==> src/rtl/bram_row_loader.sv <==
`timescale 1ns/1ps
// Streams paired ref/search pixels into two row-ring BRAMs; each accepted beat is written one cycle later.
// Stalls the pixel stream while the ring holds NUM_OF_ROWS_IN_BRAM unconsumed rows or the frame is fully loaded.
module bram_row_loader #(
  parameter int NUM_OF_ROWS_IN_BRAM = 8,
  parameter int HRES                = 640,
  parameter int VRES                = 480,
  parameter int BRAM_DATA_WIDTH     = 16,
  parameter int BRAM_ADDR_WIDTH     = 13,
  parameter int BRAM_WE_WIDTH       = 1
) (
  input  logic                       clk,
  input  logic                       reset,
  input  logic                       start,
  input  logic                       pix_valid,
  input  logic [BRAM_DATA_WIDTH-1:0] pix_ref,
  input  logic [BRAM_DATA_WIDTH-1:0] pix_search,
  output logic                       pix_ready,
  output logic                       en_ref,
  output logic [BRAM_WE_WIDTH-1:0]   we_ref,
  output logic [BRAM_ADDR_WIDTH-1:0] addr_ref,
  output logic [BRAM_DATA_WIDTH-1:0] din_ref,
  output logic                       en_search,
  output logic [BRAM_WE_WIDTH-1:0]   we_search,
  output logic [BRAM_ADDR_WIDTH-1:0] addr_search,
  output logic [BRAM_DATA_WIDTH-1:0] din_search,
  output logic                       busy_ref,
  output logic                       busy_search,
  output logic                       go,
  input  logic                       finished_row,
  output logic                       frame_done,
  output logic                       underflow_err
);

  localparam int ROW_W   = (NUM_OF_ROWS_IN_BRAM > 1) ? $clog2(NUM_OF_ROWS_IN_BRAM) : 1;
  localparam int COL_W   = (HRES > 1) ? $clog2(HRES) : 1;
  localparam int RES_W   = $clog2(NUM_OF_ROWS_IN_BRAM + 1);
  localparam int RL_W    = $clog2(VRES + 1);
  localparam int GO_ROWS = (NUM_OF_ROWS_IN_BRAM < VRES) ? NUM_OF_ROWS_IN_BRAM : VRES;

  localparam logic [COL_W-1:0]           COL_LAST  = COL_W'(HRES - 1);
  localparam logic [ROW_W-1:0]           ROW_LAST  = ROW_W'(NUM_OF_ROWS_IN_BRAM - 1);
  localparam logic [RES_W-1:0]           RES_FULL  = RES_W'(NUM_OF_ROWS_IN_BRAM);
  localparam logic [RES_W-1:0]           RES_GO    = RES_W'(GO_ROWS);
  localparam logic [RL_W-1:0]            RL_END    = RL_W'(VRES);
  localparam logic [BRAM_ADDR_WIDTH-1:0] ADDR_HRES = BRAM_ADDR_WIDTH'(HRES);

  typedef enum logic [1:0] {IDLE, LOAD, FULL, DRAIN} state_t;

  state_t                     state_q, state_d;
  logic [ROW_W-1:0]           wr_row_q, wr_row_d;
  logic [BRAM_ADDR_WIDTH-1:0] row_base_q, row_base_d;
  logic [COL_W-1:0]           col_q, col_d;
  logic [RL_W-1:0]            rows_loaded_q, rows_loaded_d;
  logic [RES_W-1:0]           resident_q, resident_d;
  logic                       go_q, go_d;
  logic                       frame_done_q, frame_done_d;
  logic                       underflow_q, underflow_d;
  logic                       wr_q, wr_d;
  logic [BRAM_ADDR_WIDTH-1:0] addr_q, addr_d;
  logic [BRAM_DATA_WIDTH-1:0] din_ref_q, din_ref_d;
  logic [BRAM_DATA_WIDTH-1:0] din_search_q, din_search_d;

  logic accept, row_done, fin_ok;

  assign pix_ready = (state_q == LOAD);
  assign accept    = pix_valid && pix_ready;
  assign row_done  = accept && (col_q == COL_LAST);
  // A finished_row with nothing resident is an upstream protocol error, not a consume.
  assign fin_ok    = finished_row && (resident_q != '0);

  always_comb begin
    state_d       = state_q;
    wr_row_d      = wr_row_q;
    row_base_d    = row_base_q;
    col_d         = col_q;
    rows_loaded_d = rows_loaded_q;
    resident_d    = resident_q;
    go_d          = go_q;
    frame_done_d  = 1'b0;
    underflow_d   = underflow_q | (finished_row && (resident_q == '0));
    wr_d          = 1'b0;
    addr_d        = addr_q;
    din_ref_d     = din_ref_q;
    din_search_d  = din_search_q;

    if (row_done && !fin_ok) begin
      resident_d = resident_q + RES_W'(1);
    end else if (!row_done && fin_ok) begin
      resident_d = resident_q - RES_W'(1);
    end

    if (accept) begin
      wr_d         = 1'b1;
      addr_d       = row_base_q + BRAM_ADDR_WIDTH'(col_q);
      din_ref_d    = pix_ref;
      din_search_d = pix_search;
      if (row_done) begin
        col_d         = '0;
        wr_row_d      = (wr_row_q == ROW_LAST) ? '0 : wr_row_q + ROW_W'(1);
        row_base_d    = (wr_row_q == ROW_LAST) ? '0 : row_base_q + ADDR_HRES;
        rows_loaded_d = rows_loaded_q + RL_W'(1);
      end else begin
        col_d = col_q + COL_W'(1);
      end
    end

    if (state_q != IDLE && resident_q == RES_GO) begin
      go_d = 1'b1;
    end

    case (state_q)
      IDLE: begin
        if (start) begin
          state_d       = LOAD;
          wr_row_d      = '0;
          row_base_d    = '0;
          col_d         = '0;
          rows_loaded_d = '0;
          resident_d    = '0;
          go_d          = 1'b0;
        end
      end
      LOAD: begin
        if (rows_loaded_d == RL_END) begin
          state_d = DRAIN;
        end else if (resident_d == RES_FULL) begin
          state_d = FULL;
        end
      end
      FULL: begin
        if (resident_d != RES_FULL) begin
          state_d = LOAD;
        end
      end
      DRAIN: begin
        if (resident_d == '0) begin
          state_d      = IDLE;
          frame_done_d = 1'b1;
          go_d         = 1'b0;
        end
      end
      default: state_d = IDLE;
    endcase
  end

  always_ff @(posedge clk or negedge reset) begin
    if (!reset) begin
      state_q       <= IDLE;
      wr_row_q      <= '0;
      row_base_q    <= '0;
      col_q         <= '0;
      rows_loaded_q <= '0;
      resident_q    <= '0;
      go_q          <= 1'b0;
      frame_done_q  <= 1'b0;
      underflow_q   <= 1'b0;
      wr_q          <= 1'b0;
      addr_q        <= '0;
      din_ref_q     <= '0;
      din_search_q  <= '0;
    end else begin
      state_q       <= state_d;
      wr_row_q      <= wr_row_d;
      row_base_q    <= row_base_d;
      col_q         <= col_d;
      rows_loaded_q <= rows_loaded_d;
      resident_q    <= resident_d;
      go_q          <= go_d;
      frame_done_q  <= frame_done_d;
      underflow_q   <= underflow_d;
      wr_q          <= wr_d;
      addr_q        <= addr_d;
      din_ref_q     <= din_ref_d;
      din_search_q  <= din_search_d;
    end
  end

  assign en_ref        = wr_q;
  assign en_search     = wr_q;
  assign we_ref        = {BRAM_WE_WIDTH{wr_q}};
  assign we_search     = {BRAM_WE_WIDTH{wr_q}};
  assign busy_ref      = wr_q;
  assign busy_search   = wr_q;
  assign addr_ref      = addr_q;
  assign addr_search   = addr_q;
  assign din_ref       = din_ref_q;
  assign din_search    = din_search_q;
  assign go            = go_q;
  assign frame_done    = frame_done_q;
  assign underflow_err = underflow_q;

endmodule

==> config.mk <==
export PLATFORM = sky130hd
export DESIGN_NAME = bram_row_loader
export DESIGN_NICKNAME = d
export VERILOG_FILES = /design/src/rtl/bram_row_loader.sv
export SDC_FILE = /design/constraint.sdc
export NUM_CORES = 1
export LEC_CHECK = 0
export ABC_AREA = 1
export BUFFER_PORTS_ARGS = -buffer_cell sky130_fd_sc_hd__buf_4
export CAP_MARGIN = 20
export CORE_MARGIN = 4
export CORE_UTILIZATION = 40
export DETAILED_ROUTE_END_ITERATION = 16
export PLACE_DENSITY = 0.73
export SYNTH_ARGS = -nofsm -noshare
export SYNTH_HDL_FRONTEND = slang
export SYNTH_SLANG_ARGS = --single-unit
==> constraint.sdc <==
create_clock -name clk -period 2.25 [get_ports clk]
set_input_delay 0.45 -clock clk [delete_from_list [all_inputs] [get_ports clk]]
set_output_delay 0.45 -clock clk [all_outputs]
set_load 0.05 [all_outputs]
Word level (Yosys, flattened, before mapping)
Index checks and enable logic that the tools add are counted.
{"block": "op_classes", "n_addsub": 7, "eq_ne": 13, "muxes": 35, "bitwise_logic": 1, "reduce_logical": 15}
{"cell": "$mux 13", "count": 5}
{"cell": "$mux 10", "count": 4}
{"cell": "$mux 9", "count": 4}
{"cell": "$mux 4", "count": 4}
{"cell": "$mux 3", "count": 5}
{"cell": "$add 13x10->13", "count": 1}
{"cell": "$add 13x10->13 const B", "count": 1}
{"cell": "$add 10x1->10 const B", "count": 1}
{"cell": "$eq 10x10->1 const B", "count": 1}
{"cell": "$mux 2", "count": 5}
{"cell": "$add 9x1->9 const B", "count": 1}
{"cell": "$eq 9x9->1 const B", "count": 1}
{"cell": "$eq 4x4->1 const B", "count": 2}
{"cell": "$logic_not 4->1", "count": 2}
{"cell": "$pmux 2 s4", "count": 1}
{"cell": "$logic_and 1x1->1", "count": 7}
{"cell": "$mux 1", "count": 6}
{"cell": "$ne 2x2->1 const B", "count": 3}
{"cell": "$add 4x1->4 const B", "count": 1}
{"cell": "$eq 2x2->1 const B", "count": 2}
{"cell": "$ne 4x4->1 const B", "count": 1}
{"cell": "$reduce_and 4->1", "count": 1}
{"cell": "$reduce_bool 4->1", "count": 1}
{"cell": "$sub 4x1->4 const B", "count": 1}
{"cell": "9 further kinds", "count": 10}
{"block": "totals", "reg_bits": 90, "inputBits": 37, "out_inout_bits": 68, "word_cells": 84}

Longest topological paths before layout
{"block": "depth", "word_depth": 11, "ltp_mapped": 16}

Worst setup path before layout
Ideal clock, no wire load.
{"block": "synth_path", "kind": "reg2reg", "from": "reg state_q[1]", "to": "reg state_q[0]", "arrival_time_ps": 2413, "required_ps": 2133, "path_slack_ps": -280, "stages_incl_launch_ff": 16, "n_path_buf": 0, "synth_period_minus_slack_ps": 2530, "cell_sequence": "dfrtp_1 inv_1 ha_1 nand3_2 nor2_8 nand3_4 nand2_2 nand2_1 nand2_2 nand2_2 nor2_4 nand3_2 a21oi_1 nand3_1 nand2_1 nand2_1"}
{"block": "synth_via", "elab_chain_cells": 10, "elab_cells_between_ends": 24, "classes_between": "eq/ne (10); mux (6); reduce/logical (8)"}
{"item": "start, declared", "line": "50", "source": "state_t state_q, state_d;"}
{"item": "start signal, assigned", "line": "163", "source": "state_q <= state_d;"}
{"item": "$eq 2x1->1 *", "line": "66", "source": "assign pix_ready = (state_q == LOAD);"}
{"item": "named net pix_ready", "line": "18", "source": "output logic pix_ready,"}
{"item": "$logic_and 1x1->1", "line": "67", "source": "assign accept = pix_valid && pix_ready;"}
{"item": "$logic_and 1x1->1", "line": "68", "source": "assign row_done = accept && (col_q == COL_LAST);"}
{"item": "$logic_not 1->1", "line": "89", "source": "end else if (!row_done && fin_ok) begin"}
{"item": "$logic_and 1x1->1", "line": "89"}
{"item": "$mux 4", "line": "89"}
{"item": "$mux 4", "line": "87", "source": "if (row_done && !fin_ok) begin"}
{"item": "$eq 4x4->1 (tied with other cells)", "line": "127", "source": "end else if (resident_d == RES_FULL) begin"}
{"item": "$ne 3x1->1 (no line) or $ne 2x2->1 (tied branches)"}
{"item": "$reduce_and 4->1 (no line)"}
Mark *: on every way through the listed nets, which the timed path passes. The rest lies on a longest branch.
A chain may end at the register's enable or synchronous reset.

Worst setup path in the final report
{"block": "layout_path", "from": "reg state_q[1]", "to": "reg state_q[0]"}
{"block": "layout_via", "elab_chain_cells": 10, "elab_cells_between_ends": 24, "classes_between": "eq/ne (10); mux (6); reduce/logical (8)"}
{"item": "$eq 2x1->1", "line": "66, 112"}
{"item": "$logic_and 1x1->1", "line": "67"}
{"item": "$logic_and 1x1->1", "line": "68"}
{"item": "$logic_not 1->1", "line": "89"}
{"item": "$logic_and 1x1->1", "line": "89"}
{"item": "$mux 4", "line": "89"}
{"item": "$mux 4", "line": "87"}
{"item": "$eq 4x4->1 (tied with other cells)", "line": "127"}
{"item": "$ne 3x1->1 (no line) or $ne 2x2->1 (tied branches)"}
{"item": "$reduce_and 4->1 (no line)"}
Several ways; a longest one is shown, not always the timed one.

==> results.json <==
{
  "status": "finished clean",
  "dr.pass1.iters": 4,
  "grt_util_all_layers_pct": 16.8,
  "p_per_area_mw_per_mm2": 1230,
  "synthCells": 586,
  "max_cap_viol_count": 0,
  "fin_nets": 753,
  "grt_first_pass_wirelength_mm": 18.3,
  "clk_latency_ns": 0.35,
  "r2r_start": "state_q[1]$_DFFE_PN0P_",
  "num_antenna_cells": 0,
  "final_layout_size_suffix_gt1_share_pct": 25.8,
  "synth_nets": 647,
  "grt_max_degree": 45,
  "syn_area_per_cell_um2": 8.07,
  "fin_cells": 840,
  "fp.dieH_um": 117,
  "multi_input_area_mm2": 0.00220,
  "wl_mm": 10.9,
  "port-buffer-count": 104,
  "clock-root-buffer": "clkbuf_16",
  "dp.cells": 813,
  "rsz0062_at_grt": "yes",
  "power.leakage_uw": 0.00326,
  "yosys-top-cells-area": "dfrtp_1 48%, nand2_1 16%, ha_1 6.1%",
  "crit_start": "state_q[1]$_DFFE_PN0P_",
  "async_flop_share_pct": 100,
  "grt_remaining_overflow": 0,
  "fin_util_pct": 53.1,
  "yosysSeqAreaShare_pct": 47.6,
  "syn_to_final_growth_pct": 29.3,
  "cts_buffer_depth": 2,
  "rrSetupSlack_ns": 0.09,
  "synthFlopType": "dfrtp_1",
  "path_class": "reg2reg",
  "finalSetupViolations": 0,
  "vdd_drop_max_mv": 0.804,
  "required_ns": 2.48,
  "skew_ns": 0.00802,
  "synthMostInstantiatedCell": "nand2_1",
  "max_freq_mhz": 464,
  "gp_congestion": 0.847,
  "worstMarginPinSlew_ns": 0.438,
  "cp_max_fo": 6,
  "start_util_pct": 41.1,
  "grt_pass1_vias": 3991,
  "wl_per_cell_um": 13.0,
  "synth_area_mm2": 0.00473,
  "hpwlAfterDp_mm": 8.09,
  "vias": 4097,
  "maxSlewViolCount": 0,
  "cts_buffers": 9,
  "ys_types": 36,
  "core_mm2": 0.0115,
  "drtAntennaViolNets": 0,
  "hp-class": "in2async",
  "htree_levels": 3,
  "synth_warnings": 0,
  "synth_edf_count": 0,
  "arrival_ns": 2.39,
  "r2r_cells": 15,
  "path_clk_slew_ns": 0.07,
  "max_slew_margin_pct": 70.8,
  "die_w_um": 117,
  "ys_ff_latch": 90,
  "cts.sinks": 90,
  "regArea_mm2": 0.00225,
  "hold_violations": 0,
  "yosysTopAreaCellShare_pct": 47.6,
  "row_count": 39,
  "drcViolationCount": 0,
  "via_per_inst": 4.88,
  "min_period_ns": 2.16,
  "r2r-end": "state_q[0]$_DFFE_PN0P_",
  "fin_crit_sh_pct": 95.9,
  "antenna_found_initial": 0,
  "fillCellCount": 1043,
  "ioPinCount": 105,
  "drtIter0Drc": 203,
  "die-area_mm2": 0.0136,
  "cts_tree": "yes",
  "synth_largest_area_cell": "dfrtp_1",
  "setup.worst_path.start_class": "flop",
  "yosys-top-cells-count": "197 x nand2_1, 90 x dfrtp_1, 58 x nor2_1",
  "critPathCaptureType": "flop"
}
critical path, stage by stage, from the launching register on:
cell	delay (ns)
dfrtp_1	0.42
inv_2	0.11
ha_4	0.16
nand3_4	0.09
nor2_8	0.15
nand3_4	0.15
nand2_4	0.10
nand2_1	0.05
nand2_1	0.08
nand2_1	0.10
nor2_4	0.14
nand3_4	0.10
a21oi_2	0.13
nand3_1	0.12
nand2_1	0.11
nand2_1	0.06
worst max path at each step:
stage / to / slack [ns] / cells past startpoint
2_1_floorplan: state_q[0]$_DFFE_PN0P_ / 0.09 / 15
3_3_place_gp: state_q[1]$_DFFE_PN0P_ / 0.08 / 15
3_5_place_dp: state_q[0]$_DFFE_PN0P_ / -0.09 / 15
4_1_cts: state_q[0]$_DFFE_PN0P_ / 0.006 / 15
5_1_grt: state_q[0]$_DFFE_PN0P_ / -0.08 / 15
6_report: state_q[0]$_DFFE_PN0P_ / 0.09 / 15
cells by family after synthesis:
family,count (synthesis),synth area share [%]
compound gates,61,7.01
xor+xnor,16,2.96
fa+ha+maj,24,6.51
buf+inv,84,8.28
flops,90,47.6
simple gates,311,27.6
report_power, final:
part	internal [uW]	switching (uW)	total, uW
registers	2010	289	2300
logic	1100	2560	3660
clock network	959	623	1580
per-stage QoR:
step                TNS, ns  setup slack [ns]  hold WS [ns]  cell area, um^2  total power [uW]
detailed placement   -0.144           -0.0858         0.410             5610              5860
finish                    0            0.0930        0.0282             6110              7550
CTS                       0           0.00624        0.0371             5960              7490
global route         -0.150           -0.0784        0.0521             6110              7990
global placement          0            0.0791         0.405             5610              5780
floorplan                 0            0.0940         0.154             4740              4830
state kept, by name, indices dropped and copies added (netlist names), 3 cells and up:
signal         cells
wr_row_q           3
resident_q         4
col_q             10
din_search        16
din_ref           16
addr_ref          13
row_base_q        13
rows_loaded_q      9
area by class of cell:
class | count | share of cell area, %
Multi-Input combinational cell | 413 | 36.1
Sequential cell | 90 | 36.8
Inverter | 53 | 3.29
Timing Repair Buffer | 125 | 15.6
Clock buffer | 12 | 4.36
Clock inverter | 4 | 0.921
Tap cell | 143 | 2.93
cell usage in the layout (no fill, tap or decap), types with 9 or more instances in the layout:
master / netlist / layout
inv_1: 51 / 48
xor2_1: 13 / 13
dfrtp_1: 90 / 90
o21ai_0: 23 / 22
nor2_1: 58 / 54
a21oi_1: 26 / 24
nand3_1: 29 / 26
nand2_1: 197 / 192
nand4_1: 9 / 9
buf_4: 18 / 123
ha_1: 23 / 20
clkbuf_16: 0 / 9
layer usage:
metal  wire, um  vias to the layer above  global-route usage, %  share of wire [%]
met4        160                        0                   5.35                1.5
met2       5490                      103                   28.9                 50
li1           -                     2069                      -                  -
met5          0                        -                      0                  0
met3        501                       16                   4.72                4.6
met1       4790                     1909                   20.4                 44
what timing repair did:
| item | in CTS | in global routing |
|---|---|---|
| hold buffers | 0 | 0 |
| pin swaps | 2 | 9 |
| gates resized for setup | 1 | 28 |
| cloned | 0 | 1 |
| setup buffers | 4 | 6 |
| endpoints found under the setup margin | 2 | 6 |
Note: power is estimated with default switching activity, not from simulation.
